--- src/rtl/gcd_div_coproc.sv ---
// gcd_div_coproc: iterative subtract-based coprocessor.
// op=0 computes GCD by Euclid's subtraction, op=1 computes the unsigned
// quotient and remainder by repeated subtraction. Each side uses a
// valid/ready handshake. Only one operation is in flight at a time.
module gcd_div_coproc #(
    parameter  int WIDTH = 8,
    localparam int CNT_W = WIDTH + 1
) (
    input  logic             clk,
    input  logic             reset,
    input  logic             in_valid,
    output logic             in_ready,
    input  logic             op,
    input  logic [WIDTH-1:0] a,
    input  logic [WIDTH-1:0] b,
    output logic             out_valid,
    input  logic             out_ready,
    output logic [WIDTH-1:0] result_a,
    output logic [WIDTH-1:0] result_b,
    output logic             div_err,
    output logic [CNT_W-1:0] iters
);

    typedef enum logic [1:0] {
        ST_IDLE = 2'd0,
        ST_RUN  = 2'd1,
        ST_DONE = 2'd2
    } state_t;

    localparam logic OP_GCD = 1'b0;

    state_t           r_state;
    logic [WIDTH-1:0] r_x;
    logic [WIDTH-1:0] r_y;
    logic [WIDTH-1:0] r_q;
    logic             r_op;
    logic [CNT_W-1:0] r_iters;
    logic [WIDTH-1:0] r_result_a;
    logic [WIDTH-1:0] r_result_b;
    logic             r_div_err;
    logic             r_in_ready;
    logic             r_out_valid;

    // Datapath comparisons and differences shared by both modes.
    logic             w_x_zero;
    logic             w_y_zero;
    logic             w_x_eq_y;
    logic             w_x_gt_y;
    logic             w_x_ge_y;
    logic [WIDTH-1:0] w_x_minus_y;
    logic [WIDTH-1:0] w_y_minus_x;
    logic [WIDTH-1:0] w_q_inc;
    logic [CNT_W-1:0] w_iters_inc;

    // Compare/subtract network. The differences are only consumed in the
    // branch whose compare guarantees they cannot underflow.
    always_comb begin
        w_x_zero    = (r_x == '0);
        w_y_zero    = (r_y == '0);
        w_x_eq_y    = (r_x == r_y);
        w_x_gt_y    = (r_x > r_y);
        w_x_ge_y    = (r_x >= r_y);
        w_x_minus_y = r_x - r_y;
        w_y_minus_x = r_y - r_x;
        w_q_inc     = r_q + WIDTH'(1);
        w_iters_inc = r_iters + CNT_W'(1);
    end

    // Controller and datapath registers: IDLE -> RUN -> DONE -> IDLE, with
    // all handshake outputs registered so nothing combinational reaches them.
    always_ff @(posedge clk or posedge reset) begin
        if (reset) begin
            r_state     <= ST_IDLE;
            r_x         <= '0;
            r_y         <= '0;
            r_q         <= '0;
            r_op        <= OP_GCD;
            r_iters     <= '0;
            r_result_a  <= '0;
            r_result_b  <= '0;
            r_div_err   <= 1'b0;
            r_in_ready  <= 1'b1;
            r_out_valid <= 1'b0;
        end else begin
            case (r_state)
                ST_IDLE: begin
                    // in_ready is high whenever we are idle.
                    if (in_valid) begin
                        r_x        <= a;
                        r_y        <= b;
                        r_q        <= '0;
                        r_iters    <= '0;
                        r_op       <= op;
                        r_in_ready <= 1'b0;
                        r_state    <= ST_RUN;
                    end
                end

                ST_RUN: begin
                    // The terminating cycle is counted as well.
                    r_iters <= w_iters_inc;
                    if (r_op == OP_GCD) begin
                        if (w_x_zero) begin
                            r_result_a  <= r_y;
                            r_result_b  <= '0;
                            r_div_err   <= 1'b0;
                            r_out_valid <= 1'b1;
                            r_state     <= ST_DONE;
                        end else if (w_y_zero || w_x_eq_y) begin
                            r_result_a  <= r_x;
                            r_result_b  <= '0;
                            r_div_err   <= 1'b0;
                            r_out_valid <= 1'b1;
                            r_state     <= ST_DONE;
                        end else if (w_x_gt_y) begin
                            r_x <= w_x_minus_y;
                        end else begin
                            r_y <= w_y_minus_x;
                        end
                    end else begin
                        if (w_y_zero) begin
                            // Divide by zero: saturated quotient, dividend
                            // returned untouched as the remainder.
                            r_result_a  <= {WIDTH{1'b1}};
                            r_result_b  <= r_x;
                            r_div_err   <= 1'b1;
                            r_out_valid <= 1'b1;
                            r_state     <= ST_DONE;
                        end else if (w_x_ge_y) begin
                            r_x <= w_x_minus_y;
                            r_q <= w_q_inc;
                        end else begin
                            r_result_a  <= r_q;
                            r_result_b  <= r_x;
                            r_div_err   <= 1'b0;
                            r_out_valid <= 1'b1;
                            r_state     <= ST_DONE;
                        end
                    end
                end

                ST_DONE: begin
                    // Results stay put until the consumer takes them.
                    if (out_ready) begin
                        r_out_valid <= 1'b0;
                        r_in_ready  <= 1'b1;
                        r_state     <= ST_IDLE;
                    end
                end

                default: begin
                    r_out_valid <= 1'b0;
                    r_in_ready  <= 1'b1;
                    r_state     <= ST_IDLE;
                end
            endcase
        end
    end

    assign in_ready  = r_in_ready;
    assign out_valid = r_out_valid;
    assign result_a  = r_result_a;
    assign result_b  = r_result_b;
    assign div_err   = r_div_err;
    assign iters     = r_iters;

endmodule

--- config.mk ---
export PLATFORM = sky130hd
export DESIGN_NAME = gcd_div_coproc
export DESIGN_NICKNAME = d
export VERILOG_FILES = /design/src/rtl/gcd_div_coproc.sv
export SDC_FILE = /design/constraint.sdc
export NUM_CORES = 1
export LEC_CHECK = 0
export BUFFER_PORTS_ARGS = -buffer_cell sky130_fd_sc_hd__buf_2
export CAP_MARGIN = 20
export CORE_AREA = 2 2 112 87
export CTS_CLUSTER_DIAMETER = 30
export DETAILED_ROUTE_END_ITERATION = 16
export DIE_AREA = 0 0 114 89
export GPL_TIMING_DRIVEN = 0
export SLEW_MARGIN = 0
export SYNTH_ARGS = -nofsm -noshare
export SYNTH_HDL_FRONTEND = slang
export SYNTH_SLANG_ARGS = --single-unit
--- constraint.sdc ---
create_clock -name clk -period 2.92 [get_ports clk]
set_input_delay 0 -clock clk [delete_from_list [all_inputs] [get_ports clk]]
set_output_delay 0 -clock clk [all_outputs]
set_load 0.02 [all_outputs]
* Yosys cells after proc, flatten, opt, wreduce, memory -nomap -nowiden
Cells that the tools add are included. Widths: inputs -> output; s select.
Word-level totals: flip-flop bits (word level) 55, input port bits 21
Operators by class: bitwise gates (word level) 2, $add $sub $neg 4, eq/ne operators 20, reduce and logical (&&, ||, !) cells 15, $lt $le $gt $ge 2, multiplexer cells 54
Operator list (count):
- $mux 8 | 26
- $pmux 8 s2 | 3
- $ne 2x2->1 const B | 9
- $ne 3x3->1 const B | 6
- $pmux 9 s2 | 1
- $logic_not 8->1 | 2
- $sub 8x8->8 | 2
- $mux 2 | 7
- $mux 1 | 13
- $add 9x1->9 const B | 1
- $mux 9 | 1
- $add 8x1->8 const B | 1
- $eq 8x8->1 | 1
- $ge 8x8->1 | 1
- $gt 8x8->1 | 1
- $ne 4x4->1 const B | 2
- $reduce_and 4->1 | 2
- $reduce_and 7->1 | 1
- $pmux 1 s3 | 2
- $pmux 2 s3 | 1
- $reduce_and 3->1 | 2
- $reduce_and 6->1 | 1
- $reduce_and 5->1 | 1
- $reduce_and 2->1 | 2
- other kinds (7) | 8

* Longest topological paths before layout
Gate-level depths: netlist of run 1.
word-level depth 6, gate-level depth with buffers 11, mapped depth without buffers 9

* Least setup slack after synthesis of run 1
No wires, ideal clock.
kind register to register, start register r_x[0], end register r_x[3], data arrival time 2.402 ns, period minus slack after synthesis 2.529 ns, setup time 0.128 ns, cell stages (with the launch flop) 11, setup slack 0.391 ns, cells stage by stage dfrtp_1 inv_1 ha_1 fa_1 nand2b_1 a21oi_1 o21a_1 nor2_1 a31o_1 buf_4 mux2_1
On the way: longest elaborated chain between the ends 6
RTL lines:
- start: declaration | RTL line 33 | logic [WIDTH-1:0] r_x;
- start signal: assignment | RTL line 116 | r_x <= w_x_minus_y;
- start signal: assignment | RTL line 130 | r_x <= w_x_minus_y;
- $sub 8x8->8 | RTL line 63 | w_x_minus_y = r_x - r_y;
- $mux 8 | RTL line 115 | end else if (w_x_gt_y) begin
- $mux 8 | RTL line 109 | end else if (w_y_zero || w_x_eq_y) begin
- $mux 8 | RTL line 103 | if (w_x_zero) begin
- $mux 8 | RTL line 102 | if (r_op == OP_GCD) begin
- $pmux 8 s2 | RTL line 85 | case (r_state)
Parallel ways exist; a longest one is shown, timed or not. The select of a mux whose other input is x is not followed. A chain may end at the register's enable or synchronous reset.

* Worst setup path after layout of run 1
start register r_x[0], end register r_result_b[4], in the netlist result_b[4]
On the way: longest elaborated chain between the ends 4
RTL lines:
- parallel branches: the longest is 4 deep, another holds $ge 8x8->1
- end signal: assignment | RTL line 125 | r_result_b <= r_x;
- end signal: assignment | RTL line 134 | r_result_b <= r_x;
- end: declaration | RTL line 39 | logic [WIDTH-1:0] r_result_b;
Parallel ways; which one is timed is not known.

==> out/results.txt, run 1 <==
n_diodes - 0
Design Area, Final - 4210 um^2
CTS Buf Count - 5
clock skew - 0.00567 ns
Post-Place Setup Slack - -0.107 ns
vias in the first global route - 2,717
Die Height - 89 um
CTS max path bufs - 2
CTS tree - yes
Area contributors post-synth - dfrtp_1 (38%), ha_1 (6.0%), nand2_1 (4.4%), mux2i_1 (4.3%), nor2_1 (3.1%)
Final Slew Violations - 0
Worst-path clk slew - 0.07 ns
Synth Net Count - 420
main flop type after synthesis - dfrtp_1
root buffer cell - clkbuf_16
first-pass GRT wire length - 14.4 mm
worst slew pin tran - 0.773 ns
Post-synth EDFFs - 0
register bit total from synthesis - 55
Hold Slack - -0.00620 ns
GR Overflow Total - 0
largest net degree at the start of global routing - 34
Final Cycle Share - 96.1%
Synth top area share - 38.4%
total vias in the final route - 2,974
Final ANT Viol Nets - 0
Avg Vias per Cell - 5.32
Final WS setup - 0.114 ns
core area - 8930 um^2
Crit path required time - 3.14 ns
RSZ-0062 raised after global routing - no
PortBufs - 48
RD Place Congestion - 0.947
Setup CP Type - reg2reg
Mapped Area - 3520 um^2
Fmax - 0.356 GHz
Post-synth ARST share - 100%
CTS Sinks - 55
Crit path arrival time - 3.02 ns
Placed Cells - 541
P_leak - 0.00211 uW
clock latency on the worst-skew pair - 0.30 ns
HP Class - in2reg
failing checks - hold timing
area post-placement - 3920 um^2
Post-Synthesis Cells - 380
# IOs - 49
P&R area growth vs syn - 19.5%
Max Cap Violations - 0
setup bufs post-CTS - 0
number of DRC markers in iteration 0 - 153
Worst Setup End Kind - flop
Site Rows - 30
Commonest cells post-synth - dfrtp_1 (54), nand2_1 (41), nor2_1 (29), inv_1 (28), a21oi_1 (21)
wire length per cell - 15.9 um
VDD IR max - 0.484 mV
Tmin final - 2.81 ns
register area share after synthesis - 39.1%
most frequent cell after synthesis - dfrtp_1
GRT Total Usage - 18.3%
Slew headroom - 48.3%
endpoints failing hold - 2
CP startpoint kind - flop
status - finished, violations left
Total Nets Final - 486
Final Non-Filler Cells - 559
power per cell area - 1280 nW/um^2
H-tree Lvls - 2
DP Wirelength - 6.72 mm
Final setup viols - 0
Die Footprint - 10,100 um^2
post-synth top area cell - dfrtp_1
Ys Warns - 0
initial antenna violation count - 0
Initial DRT Pass Iterations - 4
die extent in x - 114 um
layout cells sized above 1 - 20.6%
final wirelength - 8.88 mm
critical-path maximum fanout - 10
synthesized area per cell - 9.27 um^2
Starting Density - 39.4%
drt drc - 0
Netlist cell types - 57
-- cells by family (layout without fill, tap and decap cells) --
family	Yosys count	after routing	share of synthesized area, %
mux	29	29	9.27
xor+xnor	10	10	2.49
buf+inv	46	113	5.93
fa+ha+maj	19	19	7.17
simple gates	130	130	17.8
compound gates	91	91	18.2
flops	55	55	39.1
-- final timing paths --
kind                            startpoint     endpoint  slack (ns)  depth (start not counted)
max in group asynchronous            reset     in_ready        2.03                          4
worst min-delay path                  b[4]       r_y[4]      -0.006                          3
worst max-delay path                r_x[0]  result_b[4]        0.11                         11
min in group asynchronous            reset  result_a[2]        0.28                          3
worst max register to register      r_x[0]  result_b[4]        0.11                         11
worst min register to register   out_valid    out_valid        0.49                          2
-- layout make-up --
class | instances | area (um^2)
Clock buffer | 6 | 139
Buffer | 18 | 104
Clock inverter | 2 | 35.0
Multi-Input combinational cell | 279 | 1950
Sequential cell | 55 | 1380
Tap cell | 112 | 140
Fill cell | 899 | 4720
Timing Repair Buffer | 59 | 360
Inverter | 28 | 105
-- sequential cells by signal, indices dropped and copies added, names as in the netlist --
register	count
div_err	1
iters	9
r_op	1
result_a	8
in_ready	1
r_q	8
r_y	8
out_valid	1
r_x	8
result_b	8
r_state	2
-- timing repair --
item | in CTS | in global routing
hold endpoints to repair | 32 | 0
setup endpoints to repair | 20 | 20
resized for setup | 2 | 3
cloned | 0 | 0
hold buffers | 10 | 0
-- cell usage in the layout (no fill, tap or decap), drive strengths merged, types with 2 or more instances in the layout --
master	Yosys	final
a211o	3	3
or3	4	4
xnor2	6	6
and2	2	2
o21a	7	7
nor3	15	15
nand3	11	11
nor2b	5	5
o32a	5	5
nor2	31	31
mux2	14	14
mux2i	15	15
dlygate4sd3	0	10
dfrtp	54	54
o31ai	5	5
nand2	41	41
a31oi	5	5
inv	28	28
a21oi	23	23
o311ai	2	2
or4	4	4
a21o	5	5
nor4	4	4
a22o	5	5
buf	12	61
ha	17	17
nand2b	4	4
clkbuf	6	12
xor2	4	4
fa	2	2
o21ai	20	20
and3	5	5
-- through the flow --
step | utilization, % | hold WS (ns) | total power, uW | setup TNS, ns
final | 47.1 | -0.00620 | 5370 | 0
after global routing | 47.1 | 0.0181 | 5830 | 0
after CTS | 47.0 | 0.00336 | 5370 | 0
after detailed placement | 43.9 | 0.0646 | 4610 | -1.19
after global placement | 43.7 | 0.215 | 4560 | -0.827
after floorplan | - | 0.105 | 3790 | 0
-- where the power goes --
group | switching (uW) | internal (uW)
clock | 276 | 427
combinational | 1910 | 1360
sequential | 342 | 1070
total | 2520 | 2850
-- routing by layer --
metal | wire length (um) | track usage, % | share of wire [%] | vias up
met5 | 0 | 0 | 0 | -
li1 | - | - | - | 1480
met2 | 3460 | 24.8 | 39 | 77
met1 | 4780 | 29.3 | 54 | 1410
met3 | 571 | 3.73 | 6.4 | 7
met4 | 68 | 3.99 | 0.77 | 0
-- worst max-delay path: stages, from the launching register on --
cell,delay [ns]
dfrtp_2,0.44
inv_1,0.08
ha_1,0.23
fa_1,0.40
nand2b_1,0.19
a21oi_2,0.26
o21a_2,0.22
nor2_1,0.09
o21ai_2,0.22
buf_6,0.20
buf_6,0.19
mux2i_1,0.20
(Power assumes the default switching activity.)
==> run 2, diff against run 1 <==
--- a/config.mk
+++ b/config.mk
@@ -8,6 +8,7 @@
 export BUFFER_PORTS_ARGS = -buffer_cell sky130_fd_sc_hd__buf_2
 export CAP_MARGIN = 20
 export CORE_AREA = 2 2 112 87
+export CTS_BUF_LIST = sky130_fd_sc_hd__clkbuf_16
 export CTS_CLUSTER_DIAMETER = 30
 export DETAILED_ROUTE_END_ITERATION = 16
 export DIE_AREA = 0 0 114 89
==> run 2 against run 1 <==
Net effect: non-clock buffer count did not move; critical path type unchanged; critical path depth unchanged; via count is 0.50% lower; largest power group unchanged; global-route usage did not move; final cell count is the same; final area is 0.24% lower; the flow still finishes with violations (hold timing); sequential share of layout area grew 0.078 points; combinational power is essentially flat; worst hold slack worse by 0.0022 ns.
==> out/results.txt, run 2 (synthesis gave the netlist of run 1 again) <==
setup bufs post-CTS - 0 (unchanged)
Setup CP Type - reg2reg
Fmax - 0.360 GHz (+0.97%)
root buffer cell - clkbuf_16
CP max stage delay - 0.44 ns (about the same)
die extent in x - 114 um (unchanged)
Hold Path Stages - 3 (unchanged)
Levels on crit path - 11 (unchanged)
final wirelength - 8.89 mm (+0.12%)
Total Nets Final - 486 (unchanged)
Die Height - 89 um (unchanged)
register area - 1380 um^2 (unchanged)
FF-to-FF path depth - 11 (unchanged)
GRT Total Usage - 18.3% (unchanged)
Worst Setup End Kind - flop
DP Wirelength - 6.72 mm (unchanged)
PortBufs - 48 (unchanged)
WHS Endpoint - r_y[4]
CP startpoint kind - flop
core area - 8930 um^2 (unchanged)
wire length per cell - 15.9 um (+0.12%)
Tmin final - 2.78 ns (-0.0270 ns)
Fin Setup TNS - 0 ns (unchanged)
CTS Buf Count - 5 (unchanged)
Die Footprint - 10,100 um^2 (unchanged)
# IOs - 49 (unchanged)
clock latency on the worst-skew pair - 0.30 ns (about the same)
flop2flop setup slack - 0.14 ns (+0.03 ns)
H-tree Lvls - 2 (unchanged)
worst slew pin tran - 0.799 ns (+0.0261 ns)
crit path buf inv count - 3 (unchanged)
P&R area growth vs syn - 19.2%
Tot Pwr - 5340 uW (-0.58%)
Starting Density - 39.4% (unchanged)
Final setup viols - 0 (unchanged)
vias in the first global route - 2,721 (+0.15%)
Crit path required time - 3.14 ns (about the same)
power per cell area - 1270 nW/um^2 (-0.35%)
Worst R2R End - result_b[4]
worst reg2reg path startpoint - r_x[0]
multi-input logic area - 1950 um^2 (unchanged)
first-pass GRT wire length - 14.4 mm (about the same)
HP Class - in2reg
CTS Sinks - 55 (unchanged)
Critical Path, Cell by Cell - inv_1 > ha_1 > fa_1 > nand2b_1 > a21oi_2 > o21a_2 > nor2_1 > o21ai_2 > buf_6 > buf_6 > mux2i_1
most frequent cells in the layout - buf_2 (56), dfrtp_1 (52), nand2_1 (41)
Final Slew Violations - 0 (unchanged)
largest net degree at the start of global routing - 34 (unchanged)
GR Overflow Total - 0 (unchanged)
RSZ-0062 raised after global routing - no
Avg Vias per Cell - 5.29 (-0.50%)
endpoints failing hold - 2 (unchanged)
number of DRC markers in iteration 0 - 142 (-7.2%)
Post-Place Setup Slack - -0.107 ns (unchanged)
Final Non-Filler Cells - 559 (unchanged)
Hold Slack - -0.00838 ns (-0.00219 ns)
Largest register FFs - 9 (unchanged)
final core utilization - 47.0% (-0.11 points)
Crit path arrival time - 3.00 ns (-0.02 ns)
total vias in the final route - 2,959 (-0.50%)
Slew headroom - 46.5% (-1.7 points)
status - finished, violations left
Initial DRT Pass Iterations - 4 (unchanged)
P_leak - 0.00210 uW (-0.27%)
VDD IR max - 0.484 mV (about the same)
Placed Cells - 541 (unchanged)
initial antenna violation count - 0 (unchanged)
Site Rows - 30 (unchanged)
Final ANT Viol Nets - 0 (unchanged)
Final Cycle Share - 95.2% (-0.92 points)
fill count - 900 (+0.11%)
CTS tree - yes
Worst-path clk slew - 0.07 ns (about the same)
critical-path maximum fanout - 10 (unchanged)
n_diodes - 0 (unchanged)
CP dominant cell by count - buf_6
CP max-delay cell - dfrtp_2
clock skew - 0.00586 ns (+0.000192 ns)
CTS max path bufs - 2 (unchanged)
Worst path top cell family by delay - compound AO/OA/AOI/OAI gates
Final WS setup - 0.141 ns (+0.0270 ns)
RD Place Congestion - 0.947 (unchanged)
Max Cap Violations - 0 (unchanged)
layout cells sized above 1 - 20.4% (-0.22 points)
commonest non-fill, non-tap cell in the layout - buf_2
drt drc - 0 (unchanged)
failing checks - hold timing
hold path start - b[4]
[run 2: layout make-up]
class | instances | area share [%]
Tap cell | 112 | 3.34
Sequential cell | 55 | 32.9
Inverter | 28 | 2.50
Buffer | 18 | 2.47
Timing Repair Buffer | 59 | 8.58
Clock buffer | 5 | 2.98
Multi-Input combinational cell | 279 | 46.3
Clock inverter | 3 | 0.924
[run 2: metrics by stage]
step / area [um^2] / hold WS, ns
6_report: 4200 / -0.00838
3_3_place_gp: 3900 / 0.215
4_1_cts: 4190 / 0.00336
2_1_floorplan: 3520 / 0.105
5_1_grt: 4200 / 0.0181
3_5_place_dp: 3920 / 0.0646
[run 2: metal layers]
metal / wire, um / vias up / GRT usage (%)
li1: - / 1484 / -
met1: 4750 / 1388 / 29.3
met2: 3450 / 81 / 24.8
met5: 0 / - / 0
met4: 68 / 0 / 3.99
met3: 624 / 6 / 3.73
[run 2: timing repair]
item	in CTS	in global routing
endpoints found under the hold margin	32	0
resized for setup	2	3
setup endpoints to repair	20	20
hold buffers	10	0
[run 2: tightest hold or removal path: cells and delay by family]
| family | cells | cell delay (ns) |
|---|---|---|
| AO/OA/AOI/OAI | 2 | 0.18 |
| buffers and inverters | 1 | 0.08 |
[run 2: power by group]
part | total, uW | switching [uW] | internal [uW]
combinational | 3260 | 1900 | 1360
clock | 681 | 280 | 401
sequential | 1400 | 339 | 1070
total | 5340 | 2520 | 2820
[run 2: how the worst max path moves through the flow]
stage	to	startpoint
2_1_floorplan	r_x[3]	r_x[0]
3_3_place_gp	result_b[1]	r_x[0]
3_5_place_dp	result_b[0]	r_x[0]
4_1_cts	result_b[4]	r_x[1]
5_1_grt	result_b[0]	r_x[0]
6_report	result_b[4]	r_x[0]
